--- config.mk ---
export PLATFORM = sky130hd
export DESIGN_NAME = debug_unit
export DESIGN_NICKNAME = d
export VERILOG_FILES = /design/src/rtl/debug_unit.sv
export SDC_FILE = /design/constraint.sdc
export NUM_CORES = 1
export LEC_CHECK = 0
export CORE_MARGIN = 2
export CORE_UTILIZATION = 50
export CTS_CLUSTER_DIAMETER = 120
export DETAILED_ROUTE_END_ITERATION = 7
export PLACE_DENSITY = 0.95
export SLEW_MARGIN = 20
export SYNTH_ARGS = -nofsm -noshare
export SYNTH_HDL_FRONTEND = slang
export SYNTH_SLANG_ARGS = --single-unit
--- constraint.sdc ---
create_clock -name clock_i -period 5.8 [get_ports clock_i]
set_input_delay 1.16 -clock clock_i [delete_from_list [all_inputs] [get_ports clock_i]]
set_output_delay 1.16 -clock clock_i [all_outputs]
set_load 0.05 [all_outputs]
--- src/rtl/debug_unit.sv ---
// Debug unit: UART-driven instruction loader, run/step pipeline controller and state dumper.
// Build option DEBUG_UNIT_MEM_DUMP_EN appends N_MEM_DUMP data-memory words to every dump.
module debug_unit #(
    parameter int NB_DATA      = 32,
    parameter int NB_REG       = 5,
    parameter int NB_ADDR      = 7,
    parameter int N_INST_WORDS = 64,
    parameter int N_MEM_DUMP   = 32
) (
    input  logic               clock_i,
    input  logic               reset_i,
    input  logic [7:0]         rx_data_i,
    input  logic               rx_done_i,
    input  logic               tx_done_i,
    output logic               tx_start_o,
    output logic [7:0]         tx_data_o,
    input  logic               halt_i,
    input  logic [NB_DATA-1:0] data_pc_i,
    input  logic [NB_DATA-1:0] data_reg_i,
    input  logic [NB_DATA-1:0] data_mem_i,
    output logic [NB_DATA-1:0] inst_data_o,
    output logic               inst_we_o,
    output logic [NB_DATA-1:0] inst_addr_o,
    output logic               en_pipeline_o,
    output logic               en_read_inst_o,
    output logic [NB_REG-1:0]  addr_reg_o,
    output logic               sel_reg_debug_o,
    output logic [NB_ADDR-1:0] addr_mem_o,
    output logic               sel_mem_debug_o
);

    localparam int N_REGS         = 1 << NB_REG;
    localparam int FIRST_MEM_WORD = 1 + N_REGS;
`ifdef DEBUG_UNIT_MEM_DUMP_EN
    localparam bit MEM_DUMP_EN  = 1'b1;
    localparam int N_DUMP_WORDS = FIRST_MEM_WORD + N_MEM_DUMP;
`else
    localparam bit MEM_DUMP_EN  = 1'b0;
    localparam int N_DUMP_WORDS = FIRST_MEM_WORD;
`endif
    localparam int WCNT_W = $clog2(N_DUMP_WORDS + 1);
    localparam int IDX_W  = $clog2(N_INST_WORDS);

    localparam logic [7:0] CMD_LOAD = 8'h4C;
    localparam logic [7:0] CMD_RUN  = 8'h43;
    localparam logic [7:0] CMD_STEP = 8'h53;
    localparam logic [7:0] CMD_NEXT = 8'h4E;

    localparam logic [WCNT_W-1:0] LAST_WORD = WCNT_W'(N_DUMP_WORDS - 1);
    localparam logic [IDX_W-1:0]  LAST_INST = IDX_W'(N_INST_WORDS - 1);

    typedef enum logic [3:0] {
        IDLE,
        LOAD,
        RUN,
        STEP_WAIT,
        STEP_EXEC,
        DUMP_ADDR,
        DUMP_LATCH,
        DUMP_SEND,
        DUMP_WAIT
    } state_t;

    state_t               state_q;
    logic [1:0]           byte_cnt_q;
    logic [IDX_W-1:0]     inst_idx_q;
    logic [WCNT_W-1:0]    word_cnt_q;
    logic [NB_DATA-9:0]   load_shift_q;
    logic [NB_DATA-9:0]   dump_shift_q;
    logic                 load_end_q;
    logic                 to_idle_q;

    logic                 tx_start_q;
    logic [7:0]           tx_data_q;
    logic [NB_DATA-1:0]   inst_data_q;
    logic                 inst_we_q;
    logic [NB_DATA-1:0]   inst_addr_q;
    logic                 en_pipeline_q;
    logic                 en_read_inst_q;
    logic [NB_REG-1:0]    addr_reg_q;
    logic                 sel_reg_q;
    logic [NB_ADDR-1:0]   addr_mem_q;
    logic                 sel_mem_q;

    logic [NB_DATA-1:0]   load_word_d;
    logic [NB_DATA-1:0]   dump_word_d;
    logic                 load_halt_d;
    logic [WCNT_W-1:0]    next_word_d;

    // Word 0 is the PC, words 1..N_REGS the register file, the rest data memory.
    function automatic logic [NB_REG-1:0] reg_addr_of(input logic [WCNT_W-1:0] idx);
        logic [NB_REG-1:0] addr;
        addr = '0;
        if (idx != '0 && idx < WCNT_W'(FIRST_MEM_WORD))
            addr = NB_REG'(32'(idx) - 32'd1);
        return addr;
    endfunction

    function automatic logic [NB_ADDR-1:0] mem_addr_of(input logic [WCNT_W-1:0] idx);
        logic [NB_ADDR-1:0] addr;
        addr = '0;
        if (idx >= WCNT_W'(FIRST_MEM_WORD))
            addr = NB_ADDR'(32'(idx) - 32'(FIRST_MEM_WORD));
        return addr;
    endfunction

    assign load_word_d = {load_shift_q, rx_data_i};
    assign load_halt_d = (load_word_d[NB_DATA-1 -: 6] == 6'b111111);
    assign next_word_d = word_cnt_q + WCNT_W'(1);

    // NOTE: every variable assigned in always_comb gets a default first, so no latch can be inferred.
    always_comb begin
        dump_word_d = data_mem_i;
        if (word_cnt_q == '0)
            dump_word_d = data_pc_i;
        else if (word_cnt_q < WCNT_W'(FIRST_MEM_WORD))
            dump_word_d = data_reg_i;
    end

    // NOTE: state is updated with non-blocking assignments only; the pulse defaults at the top
    // are overridden by later assignments in the same cycle.
    always_ff @(posedge clock_i) begin
        if (reset_i) begin
            state_q        <= IDLE;
            byte_cnt_q     <= '0;
            inst_idx_q     <= '0;
            word_cnt_q     <= '0;
            load_shift_q   <= '0;
            dump_shift_q   <= '0;
            load_end_q     <= 1'b0;
            to_idle_q      <= 1'b0;
            tx_start_q     <= 1'b0;
            tx_data_q      <= '0;
            inst_data_q    <= '0;
            inst_we_q      <= 1'b0;
            inst_addr_q    <= '0;
            en_pipeline_q  <= 1'b0;
            en_read_inst_q <= 1'b1;
            addr_reg_q     <= '0;
            sel_reg_q      <= 1'b0;
            addr_mem_q     <= '0;
            sel_mem_q      <= 1'b0;
        end else begin
            inst_we_q  <= 1'b0;
            tx_start_q <= 1'b0;

            // A halt seen from the step pulse onward ends stepping after this dump.
            if (halt_i && (state_q inside {STEP_EXEC, DUMP_ADDR, DUMP_LATCH, DUMP_SEND, DUMP_WAIT}))
                to_idle_q <= 1'b1;

            unique case (state_q)
                IDLE: begin
                    if (rx_done_i) begin
                        case (rx_data_i)
                            CMD_LOAD: begin
                                state_q        <= LOAD;
                                en_read_inst_q <= 1'b0;
                                byte_cnt_q     <= '0;
                                inst_idx_q     <= '0;
                                load_end_q     <= 1'b0;
                            end
                            CMD_RUN: begin
                                state_q       <= RUN;
                                en_pipeline_q <= 1'b1;
                            end
                            CMD_STEP: begin
                                state_q   <= STEP_WAIT;
                                to_idle_q <= 1'b0;
                            end
                            default: ;
                        endcase
                    end
                end

                LOAD: begin
                    if (load_end_q) begin
                        state_q        <= IDLE;
                        en_read_inst_q <= 1'b1;
                        load_end_q     <= 1'b0;
                    end else if (rx_done_i) begin
                        load_shift_q <= load_word_d[NB_DATA-9:0];
                        byte_cnt_q   <= byte_cnt_q + 2'd1;
                        if (byte_cnt_q == 2'd3) begin
                            inst_data_q <= load_word_d;
                            inst_addr_q <= NB_DATA'({inst_idx_q, 2'b00});
                            inst_we_q   <= 1'b1;
                            inst_idx_q  <= inst_idx_q + IDX_W'(1);
                            if (load_halt_d || inst_idx_q == LAST_INST)
                                load_end_q <= 1'b1;
                        end
                    end
                end

                RUN: begin
                    if (halt_i) begin
                        en_pipeline_q <= 1'b0;
                        to_idle_q     <= 1'b1;
                        state_q       <= DUMP_ADDR;
                        word_cnt_q    <= '0;
                        byte_cnt_q    <= '0;
                        sel_reg_q     <= 1'b1;
                        sel_mem_q     <= MEM_DUMP_EN;
                        addr_reg_q    <= '0;
                        addr_mem_q    <= '0;
                    end
                end

                STEP_WAIT: begin
                    if (rx_done_i && rx_data_i == CMD_NEXT) begin
                        state_q       <= STEP_EXEC;
                        en_pipeline_q <= 1'b1;
                    end
                end

                STEP_EXEC: begin
                    en_pipeline_q <= 1'b0;
                    state_q       <= DUMP_ADDR;
                    word_cnt_q    <= '0;
                    byte_cnt_q    <= '0;
                    sel_reg_q     <= 1'b1;
                    sel_mem_q     <= MEM_DUMP_EN;
                    addr_reg_q    <= '0;
                    addr_mem_q    <= '0;
                end

                DUMP_ADDR: state_q <= DUMP_LATCH;

                DUMP_LATCH: begin
                    tx_data_q    <= dump_word_d[NB_DATA-1 -: 8];
                    dump_shift_q <= dump_word_d[NB_DATA-9:0];
                    tx_start_q   <= 1'b1;
                    byte_cnt_q   <= '0;
                    state_q      <= DUMP_SEND;
                end

                DUMP_SEND: state_q <= DUMP_WAIT;

                DUMP_WAIT: begin
                    if (tx_done_i) begin
                        if (byte_cnt_q != 2'd3) begin
                            byte_cnt_q   <= byte_cnt_q + 2'd1;
                            tx_data_q    <= dump_shift_q[NB_DATA-9 -: 8];
                            dump_shift_q <= {dump_shift_q[NB_DATA-17:0], 8'h00};
                            tx_start_q   <= 1'b1;
                            state_q      <= DUMP_SEND;
                        end else if (word_cnt_q == LAST_WORD) begin
                            state_q    <= (to_idle_q || halt_i) ? IDLE : STEP_WAIT;
                            word_cnt_q <= '0;
                            byte_cnt_q <= '0;
                            sel_reg_q  <= 1'b0;
                            sel_mem_q  <= 1'b0;
                            addr_reg_q <= '0;
                            addr_mem_q <= '0;
                        end else begin
                            word_cnt_q <= next_word_d;
                            byte_cnt_q <= '0;
                            addr_reg_q <= reg_addr_of(next_word_d);
                            addr_mem_q <= mem_addr_of(next_word_d);
                            state_q    <= DUMP_ADDR;
                        end
                    end
                end

                default: state_q <= IDLE;
            endcase
        end
    end

    assign tx_start_o      = tx_start_q;
    assign tx_data_o       = tx_data_q;
    assign inst_data_o     = inst_data_q;
    assign inst_we_o       = inst_we_q;
    assign inst_addr_o     = inst_addr_q;
    // The pipeline must stop in the very cycle halt is observed, so RUN gates the enable with halt_i.
    assign en_pipeline_o   = en_pipeline_q && !(state_q == RUN && halt_i);
    assign en_read_inst_o  = en_read_inst_q;
    assign addr_reg_o      = addr_reg_q;
    assign sel_reg_debug_o = sel_reg_q;
    assign addr_mem_o      = addr_mem_q;
    assign sel_mem_debug_o = sel_mem_q;

endmodule

==> flow_metrics.env, run 1 <==
export IMPL_synth_cell_area_um2=6860
export IMPL_run_status="complete, no violations"
export IMPL_pin_count_of_the_biggest_net_entering_global_routing=83
export IMPL_clk_transition_reported_paths_ps=60
export IMPL_detail_route_first_pass_iterations=5
export IMPL_antenna_violations_before_repair=0
export IMPL_coreArea_um2=13300
export IMPL_timing_critical_path_to_type="output pin"
export IMPL_grt_first_pass_wirelength_mm=28.9
export IMPL_tritoncts_num_sinks=131
export IMPL_layout_drive_gt1_share_pct=6.00
export IMPL_post_synth_top_area_cell="dfxtp_1"
export IMPL_placement_io_buffers=171
export IMPL_total_setup_buffers_inserted_after_cts=0
export IMPL_tns_ps=0
export IMPL_finalWirelength_mm=17.9
export IMPL_cts_htree_levels=4
export IMPL_p_leak_nw=3.33
export IMPL_postCtsHoldBufs=0
export IMPL_timing_final_crit_period_ps=4040
export IMPL_cts_resized_gates=0
export IMPL_globalplace_congestion=0.890
export IMPL_min_delay_path_class="register to register"
export IMPL_die_width_um=121
export IMPL_post_synth_edffs=0
export IMPL_synth_top_cells_by_area="dfxtp_1 38%, nand2_1 10%, a21oi_1 8.5%, mux2_1 5.2%, mux2i_1 5.0%"
export IMPL_critPathMaxFanout=5
export IMPL_synth_yosys_seq_area_share_pct=38.2
export IMPL_netlist_area_leader_share_pct=38.2
export IMPL_met3_wirelength_mm=1.05
export IMPL_drt_iter0_markers=563
export IMPL_met2_routed_length_mm=9.15
export IMPL_critical_path_start_type="input pin"
export IMPL_detailed_place_hpwl_mm=12.6
export IMPL_pwr_share_seq_pct=42.5
export IMPL_critical_path_arrival_ps=2880
export IMPL_criticalPathCategory="input pin to output pin"
export IMPL_final_util_pct=67.6
export IMPL_rrSetupSlack_ps=3040
export IMPL_number_of_instances_in_the_synthesized_netlist=838
export IMPL_pwr_share_comb_pct=8.0
export IMPL_ys_flop_type="dfxtp_1"
export IMPL_std_cell_rows=42
export IMPL_maxClockFrequency_ghz=0.248
export IMPL_wirelength_met1_mm=7.29
export IMPL_floorplan_initialDensity_pct=51.4
export IMPL_syn_avg_cell_area_um2=8.19
export IMPL_max_slew_worst_pin_slew_ps=953
export IMPL_post_drt_via_cell_ratio=5.61
export IMPL_overflow=0
export IMPL_p_sw_share_pct=23.4
export IMPL_timing_final_hold_violations=0
export IMPL_wl_per_cell_um=15.4
export IMPL_timing_critical_path_required_ps=4640
export IMPL_synth_async_sr_flop_share_pct=0
export IMPL_postSynthRegisterBits=131
export IMPL_groute_usage_overall_pct=24.4
export IMPL_antenna_diode_count=0
export IMPL_yosysUniqueCellTypes=69
export IMPL_fraction_of_power_consumed_by_the_clock_network_pct=49.4
export IMPL_hold_ws_ps=454
export IMPL_clock_latency_ps=410
export IMPL_p_total_mw=2.12
export IMPL_grt_setup_unrepaired="no"
export IMPL_internal_power_mw=1.62
export IMPL_nets=1086
export IMPL_route_vias_total=6509
export IMPL_p_sw_mw=0.496
export IMPL_p_per_area_nw_per_um2=235
export IMPL_numCtsBuffers=17
export IMPL_ioPinCount=199
export IMPL_cts_root_buf="clkbuf_16"
export IMPL_finalSetupViolations=0
export IMPL_post_route_drc_count=0
export IMPL_die_h_um=121
export IMPL_drv_slew=0
export IMPL_die_area_um2=14700
export IMPL_cts_max_path_buffers=2
export IMPL_worst_clock_skew_ps=12.1
export IMPL_power_ir_vdd_worst_uv=189
export IMPL_areaGrowthSynthToFinish_pct=31.5
export IMPL_synthesis_yosys_warnings=0
export IMPL_postRouteAntennaNets=0
export IMPL_cts_tree="yes"
export IMPL_maxUsedRoutingLayer="met4"
export IMPL_fin_crit_sh_pct=69.6
export IMPL_relSlewSlack_pct=36.5
export IMPL_cap_viol_max_count=0
export IMPL_number_of_global_route_vias_before_repair=6028
-- through the flow --
| step | instances | area, µm² | setup WS [ps] |
|---|---|---|---|
| floorplan | 864 | 6960 | 2930 |
| CTS | 1160 | 9030 | 1780 |
| global placement | 1129 | 8450 | 1810 |
| finish | 1160 | 9030 | 1760 |
| global route | 1160 | 9030 | 1670 |
| detailed placement | 1129 | 8450 | 1790 |
-- worst max-delay path, stage by stage --
cell             delay (ps)
clkdlybuf4s50_1         570
nand3b_1                150
o31a_1                  300
clkdlybuf4s50_1         700
-- sequential cells by signal (all words and copies together) (netlist names), 6 cells and up --
register / cells
inst_data_o: 32
dump_shift_q: 24
load_shift_q: 24
tx_data_o: 8
addr_mem_o: 7
inst_addr_o: 6
inst_idx_q: 6
word_cnt_q: 6
-- final timing paths --
| path | to | startpoint | depth (start not counted) |
|---|---|---|---|
| setup / recovery | en_pipeline_o | halt_i | 4 |
| setup reg to reg | tx_data_o[1] | state_q[3] | 6 |
| hold / removal | dump_shift_q[2] | dump_shift_q[2] | 2 |
| hold reg to reg | dump_shift_q[2] | dump_shift_q[2] | 2 |
-- power groups by stage --
stage | clock, mW | sequential (mW) | combinational [mW]
2_1_floorplan | 0 | 0.921 | 0.0971
3_3_place_gp | 0 | 0.921 | 0.167
3_5_place_dp | 0 | 0.921 | 0.169
4_1_cts | 1.06 | 0.901 | 0.169
5_1_grt | 1.10 | 0.901 | 0.182
6_report | 1.05 | 0.902 | 0.170
-- cells by family (layout without fill, tap and decap cells) --
logic type	count (synthesis)	count (layout)	share of synthesized area [%]
multiplexers	66	66	10.2
other	1	27	0.0546
AO/OA/AOI/OAI	236	236	22.1
XOR/XNOR	5	5	0.638
flip-flops	131	131	38.2
adder cells (fa/ha/maj)	5	5	0.911
buffers and inverters	101	221	7.97
AND/OR/NAND/NOR	293	293	19.9
-- cells in the final DEF, fill, tap and decap left out, types with 3 or more instances in the layout --
cell and count:
nand2_1 182, clkdlybuf4s50_1 170, dfxtp_1 130, a21oi_1 116, nor2_1 46, mux2i_1 34, o211ai_1 33, mux2_1 32
conb_1 27, a211oi_1 26, clkbuf_16 17, inv_1 9, nand2b_1 9, nor3_1 9, buf_4 9, a32o_1 8
o21ai_0 7, a22o_1 6, nor2b_1 5, or3_1 5, o21ai_1 5, a31oi_1 5, ha_1 5, clkinv_4 5
nand3_1 4, xor2_1 4, a311oi_1 4, inv_6 4, or2_1 3, a22oi_1 3, and3_1 3, o31ai_1 3
-- metal layers --
| layer | track usage (%) | vias to the layer above |
|---|---|---|
| met4 | 8.48 | 0 |
| met2 | 42.3 | 275 |
| met3 | 5.64 | 35 |
| met5 | 0 | - |
| met1 | 29.6 | 3021 |
| li1 | - | 3178 |
-- cells in the mapped netlist (all sizes together), types with 5 or more instances --
cell / instances
nand2: 182
a32o: 8
nor3: 9
a31oi: 5
o21ai: 13
nor2: 48
a211oi: 28
mux2: 32
nand2b: 9
or3: 5
clkbuf: 39
inv: 11
mux2i: 34
nor2b: 5
a21oi: 116
buf: 51
ha: 5
o211ai: 33
or2: 5
a22o: 6
dfxtp: 131
-- cell type report --
type | count | area [µm²]
clock buffer | 18 | 429
clock inverter | 13 | 151
fill | 1055 | 4320
inverter | 11 | 41.3
multi-input combinational | 632 | 3790
sequential | 131 | 2620
tap | 176 | 220
timing repair buffer | 179 | 1770
No activity file was read; power rests on OpenSTA's default activity.
==> inputs of run 2 (changes only) <==
- CORE_UTILIZATION: 50 -> 44
- PLACE_DENSITY: 0.95 -> 0.89
- clock period: 5.8 -> 3.5 ns (I/O delays scaled with it)
==> run 2 against run 1 <==
Clock power increased by 63%. Flip-flop and latch count unchanged. Clock-buffer cell count unchanged. Clock skew decreased by 2.0 ps. Largest power group unchanged. Largest cell class unchanged. Core utilization decreased by 7.9 points. Die area increased by 13%. Hold slack improved by 0.88 ps.
==> flow_metrics.env, run 2 (synthesis gave the netlist of run 1 again) <==
export IMPL_cts_root_buf="clkbuf_16"
export IMPL_die_width_um=129
export IMPL_cts_tree="yes"
export IMPL_layout_drive_gt1_share_pct=6.47
export IMPL_route_vias_total=6460
export IMPL_fin_crit_sh_pct=88.5
export IMPL_slowest_delay_ps=710
export IMPL_post_route_drc_count=0
export IMPL_dp_cells=1145
export IMPL_tns_ps=0
export IMPL_timing_final_hold_violations=0
export IMPL_total_setup_buffers_inserted_after_cts=0
export IMPL_grt_setup_unrepaired="no"
export IMPL_drv_slew=0
export IMPL_die_h_um=129
export IMPL_p_leak_nw=3.35
export IMPL_die_area_um2=16600
export IMPL_areaGrowthSynthToFinish_pct=32.3
export IMPL_fillCellCount=1297
export IMPL_antenna_violations_before_repair=0
export IMPL_critPathMaxFanout=5
export IMPL_cap_viol_max_count=0
export IMPL_min_delay_path_class="register to register"
export IMPL_criticalPathCategory="input pin to output pin"
export IMPL_tritoncts_num_sinks=131
export IMPL_clk_transition_reported_paths_ps=60
export IMPL_detailed_place_hpwl_mm=12.8
export IMPL_grt_first_pass_wirelength_mm=29.3
export IMPL_number_of_global_route_vias_before_repair=6131
export IMPL_postCtsHoldBufs=0
export IMPL_globalplace_congestion=0.929
export IMPL_nets=1090
export IMPL_regArea_um2=2620
export IMPL_wl_per_cell_um=15.4
export IMPL_post_drt_via_cell_ratio=5.49
export IMPL_crit_slowest_cell="clkdlybuf4s50_1"
export IMPL_antenna_diode_count=0
export IMPL_number_of_flip_flops_in_the_largest_register=32
export IMPL_cp_common_cell="clkdlybuf4s50_1"
export IMPL_detail_route_first_pass_iterations=6
export IMPL_timing_critical_path_required_ps=2800
export IMPL_cts_max_path_buffers=2
export IMPL_crit_path_cell_trace="clkdlybuf4s50_1 > nand3b_1 > o31a_1 > clkdlybuf4s50_1"
export IMPL_power_ir_vdd_worst_uv=321
export IMPL_critical_path_arrival_ps=2400
export IMPL_postRouteAntennaNets=0
export IMPL_floorplan_initialDensity_pct=45.2
export IMPL_placement_cell_area_um2=8510
export IMPL_timing_critical_path_to_type="output pin"
export IMPL_std_cell_rows=45
export IMPL_finalWirelength_mm=18.2
export IMPL_multi_input_area_um2=3800
export IMPL_overflow=0
export IMPL_critical_path_top_delay_family="buffers and inverters"
export IMPL_critical_path_start_type="input pin"
export IMPL_relSlewSlack_pct=47.5
export IMPL_coreArea_um2=15200
export IMPL_placement_io_buffers=171
export IMPL_clock_latency_ps=410
export IMPL_run_status="complete, no violations"
export IMPL_cts_resized_gates=0
export IMPL_commonest_cells_after_routing_fill_and_taps_aside="182 x nand2_1, 170 x clkdlybuf4s50_1, 130 x dfxtp_1"
export IMPL_final_cell_count_no_fill=1177
export IMPL_groute_usage_overall_pct=21.8
export IMPL_ioPinCount=199
export IMPL_p_per_area_nw_per_um2=384
export IMPL_pin_count_of_the_biggest_net_entering_global_routing=70
export IMPL_fin_area_um2=9080
export IMPL_cts_htree_levels=4
export IMPL_maxClockFrequency_ghz=0.323
export IMPL_numCtsBuffers=17
export IMPL_drt_iter0_markers=473
export IMPL_crit_buf_inv=2
export IMPL_timing_final_crit_period_ps=3100
export IMPL_leading_cell_type_in_the_layout_fill_and_taps_excluded="nand2_1"
export IMPL_finalSetupViolations=0
export IMPL_worst_clock_skew_ps=10.1
export IMPL_max_slew_worst_pin_slew_ps=784
## run 2: worst paths after layout
kind	cells past startpoint	slack, ps	start	endpoint
setup / recovery	4	400	halt_i	en_pipeline_o
hold / removal	2	450	dump_shift_q[0]	dump_shift_q[0]
setup reg to reg	7	820	word_cnt_q[0]	addr_reg_o[1]
hold reg to reg	2	450	dump_shift_q[0]	dump_shift_q[0]
## run 2: power by group
group	total [mW]	switching, mW	internal (mW)
logic	0.285	0.144	0.141
registers	1.49	0.00153	1.49
clock network	1.71	0.709	0.999
total	3.49	0.855	2.63
## run 2: cell type report
cell class                      count  area share, %
Timing Repair Buffer              183           19.9
Clock inverter                     14           1.57
Clock buffer                       18           4.72
Sequential cell                   131           28.9
Multi-Input combinational cell    632           41.8
Inverter                           11          0.455
Tap cell                          188           2.59
## run 2: through the flow
stage	total power [mW]	setup slack [ps]	util [%]	hold WS, ps
after floorplan	1.69	1260	-	432
after global placement	1.81	422	55.9	443
after detailed placement	1.81	412	56.0	449
after CTS	3.51	410	59.8	458
after global routing	3.59	357	59.8	476
final	3.49	401	59.8	455
## run 2: routing by layer
| layer | routed length, µm | up-vias | track usage (%) | part of all wire [%] |
|---|---|---|---|---|
| li1 | - | 3194 | - | - |
| met1 | 7640 | 3001 | 27.3 | 42 |
| met2 | 9150 | 230 | 37.4 | 50 |
| met3 | 971 | 35 | 4.16 | 5.3 |
| met4 | 399 | 0 | 7.86 | 2.2 |
| met5 | 0 | - | 0 | 0 |
## run 2: tightest hold or removal path, stage by stage (launching register included)
cell	delay (ps)
dfxtp_1	310
nand2_1	50
a21oi_1	50
